===== config.mk =====
export PLATFORM = sky130hd
export DESIGN_NAME = alu32_result_stage
export DESIGN_NICKNAME = d
export VERILOG_FILES = /design/src/rtl/alu32_pkg.sv /design/src/rtl/alu32_flag_gen.sv /design/src/rtl/alu32_result_stage.sv
export SDC_FILE = /design/constraint.sdc
export NUM_CORES = 1
export LEC_CHECK = 0
export BUFFER_PORTS_ARGS = -buffer_cell sky130_fd_sc_hd__buf_2
export CORE_ASPECT_RATIO = 1.5
export CORE_MARGIN = 2
export CORE_UTILIZATION = 30
export CTS_CLUSTER_SIZE = 30
export DETAILED_ROUTE_END_ITERATION = 12
export PLACE_DENSITY = 0.51
export SETUP_SLACK_MARGIN = 0.2
export SYNTH_ARGS = -nofsm -noshare
export SYNTH_HDL_FRONTEND = slang
export SYNTH_SLANG_ARGS = --single-unit

===== constraint.sdc =====
create_clock -name clk -period 3.8 [get_ports clk]
set_clock_uncertainty 0.05 [all_clocks]
set_input_delay 0.57 -clock clk [delete_from_list [all_inputs] [get_ports clk]]
set_output_delay 0.57 -clock clk [all_outputs]
set_load 0.05 [all_outputs]

===== src/rtl/alu32_pkg.sv =====
// Shared definitions for the ALU result stage: datapath width, result-mux
// select codes and the bit positions inside the 4-bit flag vector.
package alu32_pkg;

   localparam int unsigned ALU_WIDTH = 32;
   localparam int unsigned OP_W      = 3;
   localparam int unsigned FLAG_W    = 4;
   localparam int unsigned PTR_W     = 1;
   localparam int unsigned CNT_W     = 2;

   // Result-mux select codes
   localparam logic [OP_W-1:0] OP_AND = 3'd0;
   localparam logic [OP_W-1:0] OP_OR  = 3'd1;
   localparam logic [OP_W-1:0] OP_ADD = 3'd2;
   localparam logic [OP_W-1:0] OP_XOR = 3'd3;
   localparam logic [OP_W-1:0] OP_NOR = 3'd4;
   localparam logic [OP_W-1:0] OP_SLL = 3'd5;
   localparam logic [OP_W-1:0] OP_SUB = 3'd6;
   localparam logic [OP_W-1:0] OP_SLT = 3'd7;

   // Flag vector layout: {carry, negative, zero, parity}
   localparam int unsigned FLAG_PARITY = 0;
   localparam int unsigned FLAG_ZERO   = 1;
   localparam int unsigned FLAG_NEG    = 2;
   localparam int unsigned FLAG_CARRY  = 3;

   // Only the adder path produces a meaningful carry-out
   function automatic logic op_has_carry(input logic [OP_W-1:0] op);
      return (op == OP_ADD) || (op == OP_SUB);
   endfunction

endpackage


===== src/rtl/alu32_flag_gen.sv =====
// Combinational flag generator for a selected ALU result.
// Ports: data (result word), op (select code), cout (adder carry-out),
//        flags_c ({carry, negative, zero, parity}).
module alu32_flag_gen
   import alu32_pkg::*;
#(
   parameter int unsigned WIDTH = ALU_WIDTH
) (
   input  logic [WIDTH-1:0]  data,
   input  logic [OP_W-1:0]   op,
   input  logic              cout,
   output logic [FLAG_W-1:0] flags_c
);

   // Flag bits derived from the word itself plus gated carry
   always_comb begin
      flags_c              = '0;
      flags_c[FLAG_CARRY]  = op_has_carry(op) ? cout : 1'b0;
      flags_c[FLAG_NEG]    = data[WIDTH-1];
      flags_c[FLAG_ZERO]   = (data == '0);
      flags_c[FLAG_PARITY] = ^data;
   end

endmodule


===== src/rtl/alu32_result_stage.sv =====
// Two-entry result buffer between the ALU result mux and its consumer.
// Captures the result word, its select tag and derived flags, and presents
// the oldest entry with a valid/ready handshake on both sides.
// Ports: clk, reset (sync, active-high);
//        in_valid/in_ready/in_data/in_op/in_cout (upstream side);
//        out_valid/out_ready/out_data/out_op/out_flags (downstream side).
module alu32_result_stage
   import alu32_pkg::*;
#(
   parameter int unsigned WIDTH = ALU_WIDTH,
   parameter int unsigned DEPTH = 2
) (
   input  logic              clk,
   input  logic              reset,
   input  logic              in_valid,
   output logic              in_ready,
   input  logic [WIDTH-1:0]  in_data,
   input  logic [OP_W-1:0]   in_op,
   input  logic              in_cout,
   output logic              out_valid,
   input  logic              out_ready,
   output logic [WIDTH-1:0]  out_data,
   output logic [OP_W-1:0]   out_op,
   output logic [FLAG_W-1:0] out_flags
);

   logic [WIDTH-1:0]  data_q  [DEPTH];
   logic [WIDTH-1:0]  data_d  [DEPTH];
   logic [OP_W-1:0]   op_q    [DEPTH];
   logic [OP_W-1:0]   op_d    [DEPTH];
   logic [FLAG_W-1:0] flags_q [DEPTH];
   logic [FLAG_W-1:0] flags_d [DEPTH];
   logic [PTR_W-1:0]  wr_ptr_q, wr_ptr_d;
   logic [PTR_W-1:0]  rd_ptr_q, rd_ptr_d;
   logic [CNT_W-1:0]  count_q,  count_d;

   logic [FLAG_W-1:0] in_flags_c;
   logic              push_c;
   logic              pop_c;

   alu32_flag_gen #(
      .WIDTH (WIDTH)
   ) u_flag_gen (
      .data    (in_data),
      .op      (in_op),
      .cout    (in_cout),
      .flags_c (in_flags_c)
   );

   // Handshake status comes from registered occupancy only
   assign in_ready  = (count_q < CNT_W'(DEPTH));
   assign out_valid = (count_q != '0);

   // Head entry is read straight out of the storage flops
   assign out_data  = data_q[rd_ptr_q];
   assign out_op    = op_q[rd_ptr_q];
   assign out_flags = flags_q[rd_ptr_q];

   // Next-state: storage write, pointer advance, occupancy update
   always_comb begin
      data_d   = data_q;
      op_d     = op_q;
      flags_d  = flags_q;
      wr_ptr_d = wr_ptr_q;
      rd_ptr_d = rd_ptr_q;
      count_d  = count_q;
      push_c   = in_valid && in_ready;
      pop_c    = out_ready && out_valid;

      if (push_c) begin
         data_d[wr_ptr_q]  = in_data;
         op_d[wr_ptr_q]    = in_op;
         flags_d[wr_ptr_q] = in_flags_c;
         wr_ptr_d          = wr_ptr_q + PTR_W'(1);
      end

      if (pop_c) begin
         rd_ptr_d = rd_ptr_q + PTR_W'(1);
      end

      case ({push_c, pop_c})
         2'b10:   count_d = count_q + CNT_W'(1);
         2'b01:   count_d = count_q - CNT_W'(1);
         default: count_d = count_q;
      endcase
   end

   // State registers; reset discards any buffered entries
   always_ff @(posedge clk) begin
      if (reset) begin
         for (int i = 0; i < int'(DEPTH); i++) begin
            data_q[i]  <= '0;
            op_q[i]    <= '0;
            flags_q[i] <= '0;
         end
         wr_ptr_q <= '0;
         rd_ptr_q <= '0;
         count_q  <= '0;
      end else begin
         data_q   <= data_d;
         op_q     <= op_d;
         flags_q  <= flags_d;
         wr_ptr_q <= wr_ptr_d;
         rd_ptr_q <= rd_ptr_d;
         count_q  <= count_d;
      end
   end

endmodule

# --- After elaboration in Yosys (flattened, before gate mapping) ---
# Index checks and enable logic that the tools add are counted.
classes:
  n_addsub: 4
  n_mux: 20
  n_eq_ne: 4
  bitwise_logic: 2
  magnitude_cmp: 4
  n_reduce_logical: 8
op_table:
  columns: ["cell", "n"]
  rows:
  - ["two-way mux 32 bit", 4]
  - ["bitwise mux 64 bit", 1]
  - ["demux 32 bit (select 1 bit)", 1]
  - ["zero test 32 bit", 1]
  - ["XOR reduction 32 bit", 1]
  - ["two-way mux 4 bit", 4]
  - ["two-way mux 3 bit", 4]
  - ["bitwise mux 8 bit", 1]
  - ["bitwise mux 6 bit", 1]
  - ["demux 4 bit (select 1 bit)", 1]
  - ["greater-or-equal comparator 2 bit (second input constant)", 2]
  - ["inverter 1 -> 2 bit", 2]
  - ["case mux 2 bit (2 select lines)", 1]
  - ["nonzero test 2 bit", 2]
  - ["demux 3 bit (select 1 bit)", 1]
  - ["== test 3 x 2 -> 1 bit (second input constant)", 1]
  - ["== test 3 bit (second input constant)", 1]
  - ["logical AND 1 bit", 3]
  - ["adder 1 bit (second input constant)", 2]
  - ["adder 2 x 1 -> 2 bit (second input constant)", 1]
  - ["== test 2 x 1 -> 1 bit (second input constant)", 1]
  - ["== test 2 bit (second input constant)", 1]
  - ["< comparator 2 x 1 -> 1 bit (second input constant)", 1]
  - ["< comparator 2 bit (second input constant)", 1]
  - ["3 further kinds", 3]
word_totals:
  wordCells: 51
  ff_bits: 82
  out_inout_bits: 41

# --- Logic depth before layout (Yosys ltp) ---
logic_depth:
  depth_word: 6
  depth_mapped: 7

# --- Hierarchy ---
# A second synthesis with hierarchy kept.
hier_totals:
  cells_unflattened: 476
  hier_area_um2: 3902.5
by_module_without_submodules:
  columns: ["mod", "area_each_um2", "cells_per_inst", "seq_area_each_um2", "instances"]
  rows:
  - ["alu32_result_stage", 3404.5, 405, 1641.6, 1]
  - ["alu32_flag_gen", 498.0, 71, 0.0, 1]

# --- Worst setup path before layout ---
# OpenSTA, ideal clock, no wires.
synth_path:
  path_kind: "reg2out"
  from: "reg rd_ptr_q"
  to: "out out_flags[2]"
  t_arrival_ps: 1404
  n_path_buf: 2
  path_stages_with_launch: 4
  path_slack_ps: 1776
  cell_sequence: "dfxtp_1 clkbuf_1 mux2_2 buf_4"
synth_between:
  elab_chain_len: 4
synth_rtl:
  columns: ["item", "line_no", "text"]
  rows:
  - ["start, declared", "alu32_result_stage.sv:34", "logic [PTR_W-1:0] rd_ptr_q, rd_ptr_d;"]
  - ["start signal, assigned", "alu32_result_stage.sv:104", "rd_ptr_q <= rd_ptr_d;"]
  - ["inverter 1 -> 2 bit (implied by the code)", "alu32_result_stage.sv:57", "assign out_flags = flags_q[rd_ptr_q];"]
  - ["two-way mux 4 bit (implied by the code) (3 in series)", "alu32_result_stage.sv:57", null]
  - ["end, declared", "alu32_result_stage.sv:24", "output logic [FLAG_W-1:0] out_flags"]
# Every way passes these cells. The select of a mux whose other input is x is not followed.

# --- Worst setup path after layout ---
layout_path:
  from: "reg rd_ptr_q"
  to: "out out_flags[1]"
# Same word-level chain as after synthesis.

==> run_results.csv <==
group,metric,value,unit
logic_synthesis,synth.yosys.seq_area_share,44.65,%
min_path,hold-path-endpoint,"op_q[5]",
power_and_ir_drop,switching_share,37.70,%
floorplanning,io_pins,81,
timing,slew_viol_final,0,
clock_network,clockBufferDepth,2,
global_route,grt_max_degree,46,
logic_synthesis,async_flop_share,0,%
routing,via_per_inst,4.475,
critical_path,worstSetupStartpointType,"flip-flop",
critical_path,ff2ff_path_depth,6,
power_and_ir_drop,max-vdd-ir-drop,229.5,µV
placement,port_buffers,80,
timing,setup_viol,0,
logic_synthesis,synth_nets,477,
routing,first_pass_iters,4,
timing,max_freq,389.1,MHz
critical_path,worst_setup_path_end_kind,"output port",
clock_network,cts_setup_buffers,0,
finish,diodes,0,
floorplanning,coreArea,11590,µm²
clock_network,clockRootBuffer,"clkbuf_16",
clock_network,cts_buffers,9,
placement,dpl_cell_area,4080,µm²
critical_path,cp_max_fo,39,
floorplanning,start_util,30.95,%
critical_path,required,3.18,ns
timing,hold_viol,0,
clock_network,post_cts_resized,0,
timing,rsz0062_at_grt,"false",
critical_path,regToRegSetupSlack,1.69,ns
global_route,grt_pass1_wl,14100,µm
critical_path,max_stage_delay,0.96,ns
timing,min_period,2.570,ns
clock_network,ctsHoldBuffers,0,
critical_path,cp.arrival,1.95,ns
finish,area_delta_synth_final,22.11,%
finish,drive_gt1_share,28.46,%
timing,slew_headroom,31.18,%
critical_path,path_class,"flip-flop to output port",
critical_path,r2r_start,"count_q[1]",
power_and_ir_drop,power_density,672.4,nW/µm²
min_path,min_from,"op_q[5]",
logic_synthesis,syn_area_per_cell,8.541,µm²
job,timing.max_cap.violations,0,
power_and_ir_drop,p_comb_share,34.1,%
power_and_ir_drop,total_power,2945,µW
clock_network,clock_latency,0.33,ns
logic_synthesis,ys_seq_elements,80,
placement,place_congestion,0.6939,
routing,wl_per_cell,13.67,µm
power_and_ir_drop,power.leakage,0.001991,µW
timing,finalSetupTns,0,ns
critical_path,crit_start,"rd_ptr_q",
floorplanning,dieArea,12870,µm²
critical_path,path_cells,"mux2_2 > buf_2",
critical_path,slowest_stage,"dfxtp_2",
logic_synthesis,netlist_area,3587,µm²
finish,fillers,1177,
placement,post-dp-hpwl,6260,µm
global_route,grt_antenna_before_repair,0,
finish,final_area,4380,µm²
floorplanning,die_x,93.29,µm
clock_network,clkSinkCount,80,
logic_synthesis,synth_cell_types,27,
power_and_ir_drop,power.switching,1111,µW
power_and_ir_drop,seqPwrFrac,36.5,%
status,outcome,"finished, final reports clean",
timing,tightest_slew,1.030,ns
floorplanning,fp-row-count,48,
logic_synthesis,netlist_instances,420,
placement,pre_cts_slack,1.164,ns
power_and_ir_drop,clkPwrFrac,29.4,%
finish,nets,544,
timing,post-route-period-util,67.63,%
min_path,min_path_cells,2,
logic_synthesis,synth-edff-count,0,
routing,remaining_drc_errors,0,
global_route,grt_pass1_vias,2941,
clock_network,clk_pin_slew_worst_paths,0.06,ns
logic_synthesis,ys.flop_type,"dfxtp_1",
critical_path,reg2reg_to,"flags_q[5]",
clock_network,cts-htree-levels,3,
routing,drt_iter0_drc,165,
min_path,worstHoldPathType,"flip-flop to flip-flop",
timing,worst_slack,1.230,ns
global_route,grtUsageTotal,14.29,%
global_route,grt_overflow,0,
floorplanning,die_height,137.9,µm
power_and_ir_drop,p_int,1835,µW
routing,wl,8774,µm
clock_network,cts_tree,"done",
routing,dr_total_vias,2873,
routing,antenna_left,0,
logic_synthesis,synth_warnings,0,
-- power groups by stage --
stage / combinational [µW] / clock (µW) / sequential, µW
finish: 1000 / 867 / 1080
global route: 1090 / 918 / 1100
CTS: 1020 / 884 / 1080
detailed placement: 1010 / 0 / 1100
global placement: 1010 / 0 / 1090
floorplan: 869 / 0 / 1010
-- worst max-delay path, delay by kind of cell, from the launching register on --
kind,cells,cell delay (ns)
flops,1,0.96
buf+inv,1,0.22
mux,1,0.43
-- area by class of cell --
type / count / area [µm²] / share of cell area [%]
well taps: 150 / 187.7 / 4.284
clock inverters: 3 / 40.04 / 0.9140
flip-flops and latches: 80 / 1603 / 36.59
clock buffers: 13 / 260.3 / 5.941
inverters: 34 / 127.6 / 2.913
multi-input cells: 280 / 1747 / 39.87
repair buffers: 82 / 415.4 / 9.483
-- how the worst max path moves through the flow --
stage / end / slack [ns]
2_1_floorplan: out_flags[2] / 1.78
3_3_place_gp: flags_q[0] / 1.23
3_5_place_dp: flags_q[1] / 1.16
4_1_cts: out_data[28] / 1.18
5_1_grt: out_data[28] / 1.11
6_report: out_flags[1] / 1.23
-- metal layers --
metal / GRT usage (%) / vias to the layer above / share of wire (%)
li1: - / 1500 / -
met1: 16.49 / 1288 / 42
met2: 24.90 / 72 / 51
met3: 2.174 / 13 / 4.1
met4: 8.333 / 0 / 2.6
met5: 0 / - / 0
-- synthesized netlist by cell type, drive strengths merged (7+ instances only) --
| cell | n | area, µm² |
|---|---|---|
| dfxtp | 80 | 1602 |
| a21oi | 39 | 195.2 |
| ha | 17 | 212.7 |
| o21ai | 35 | 175.2 |
| buf | 15 | 80.07 |
| inv | 34 | 127.6 |
| mux2 | 38 | 427.9 |
| xnor2 | 15 | 131.4 |
| nand2 | 109 | 409.1 |
| clkbuf | 11 | 42.54 |
| nor2 | 7 | 28.78 |
-- flip-flops by register name, indices dropped and copies added, names as in the netlist --
name,cells
count_q,2
data_q,62
flags_q,8
op_q,6
rd_ptr_q,1
wr_ptr_q,1
-- cell usage in the layout, fill, tap and decap left out, types with 3 or more instances in the layout --
cell         n
a21oi_1     38
a22o_1       4
buf_2       80
clkbuf_16    9
dfxtp_1     79
ha_1        17
inv_1       34
mux2_2      38
nand2_1    109
nand4_1      4
nor2_1       6
o21ai_0     34
xnor2_1     15
xor2_1       3
-- through the flow --
stage | hold WS, ns | std cells | utilization (%)
6_report | 0.3988 | 642 | 37.79
5_1_grt | 0.4167 | 642 | 37.79
4_1_cts | 0.4031 | 642 | 37.79
3_5_place_dp | 0.3914 | 626 | 35.20
3_3_place_gp | 0.3806 | 626 | 35.20
2_1_floorplan | 0.3696 | 420 | -
-- cells by family after synthesis --
group	count (synthesis)	synth area share [%]
buf+inv	60	6.976
flops	80	44.65
compound gates	80	11.86
fa+ha+maj	17	5.929
simple gates	127	14.27
mux	38	11.93
xor+xnor	18	4.395
Power figures use the tool's default switching activity.
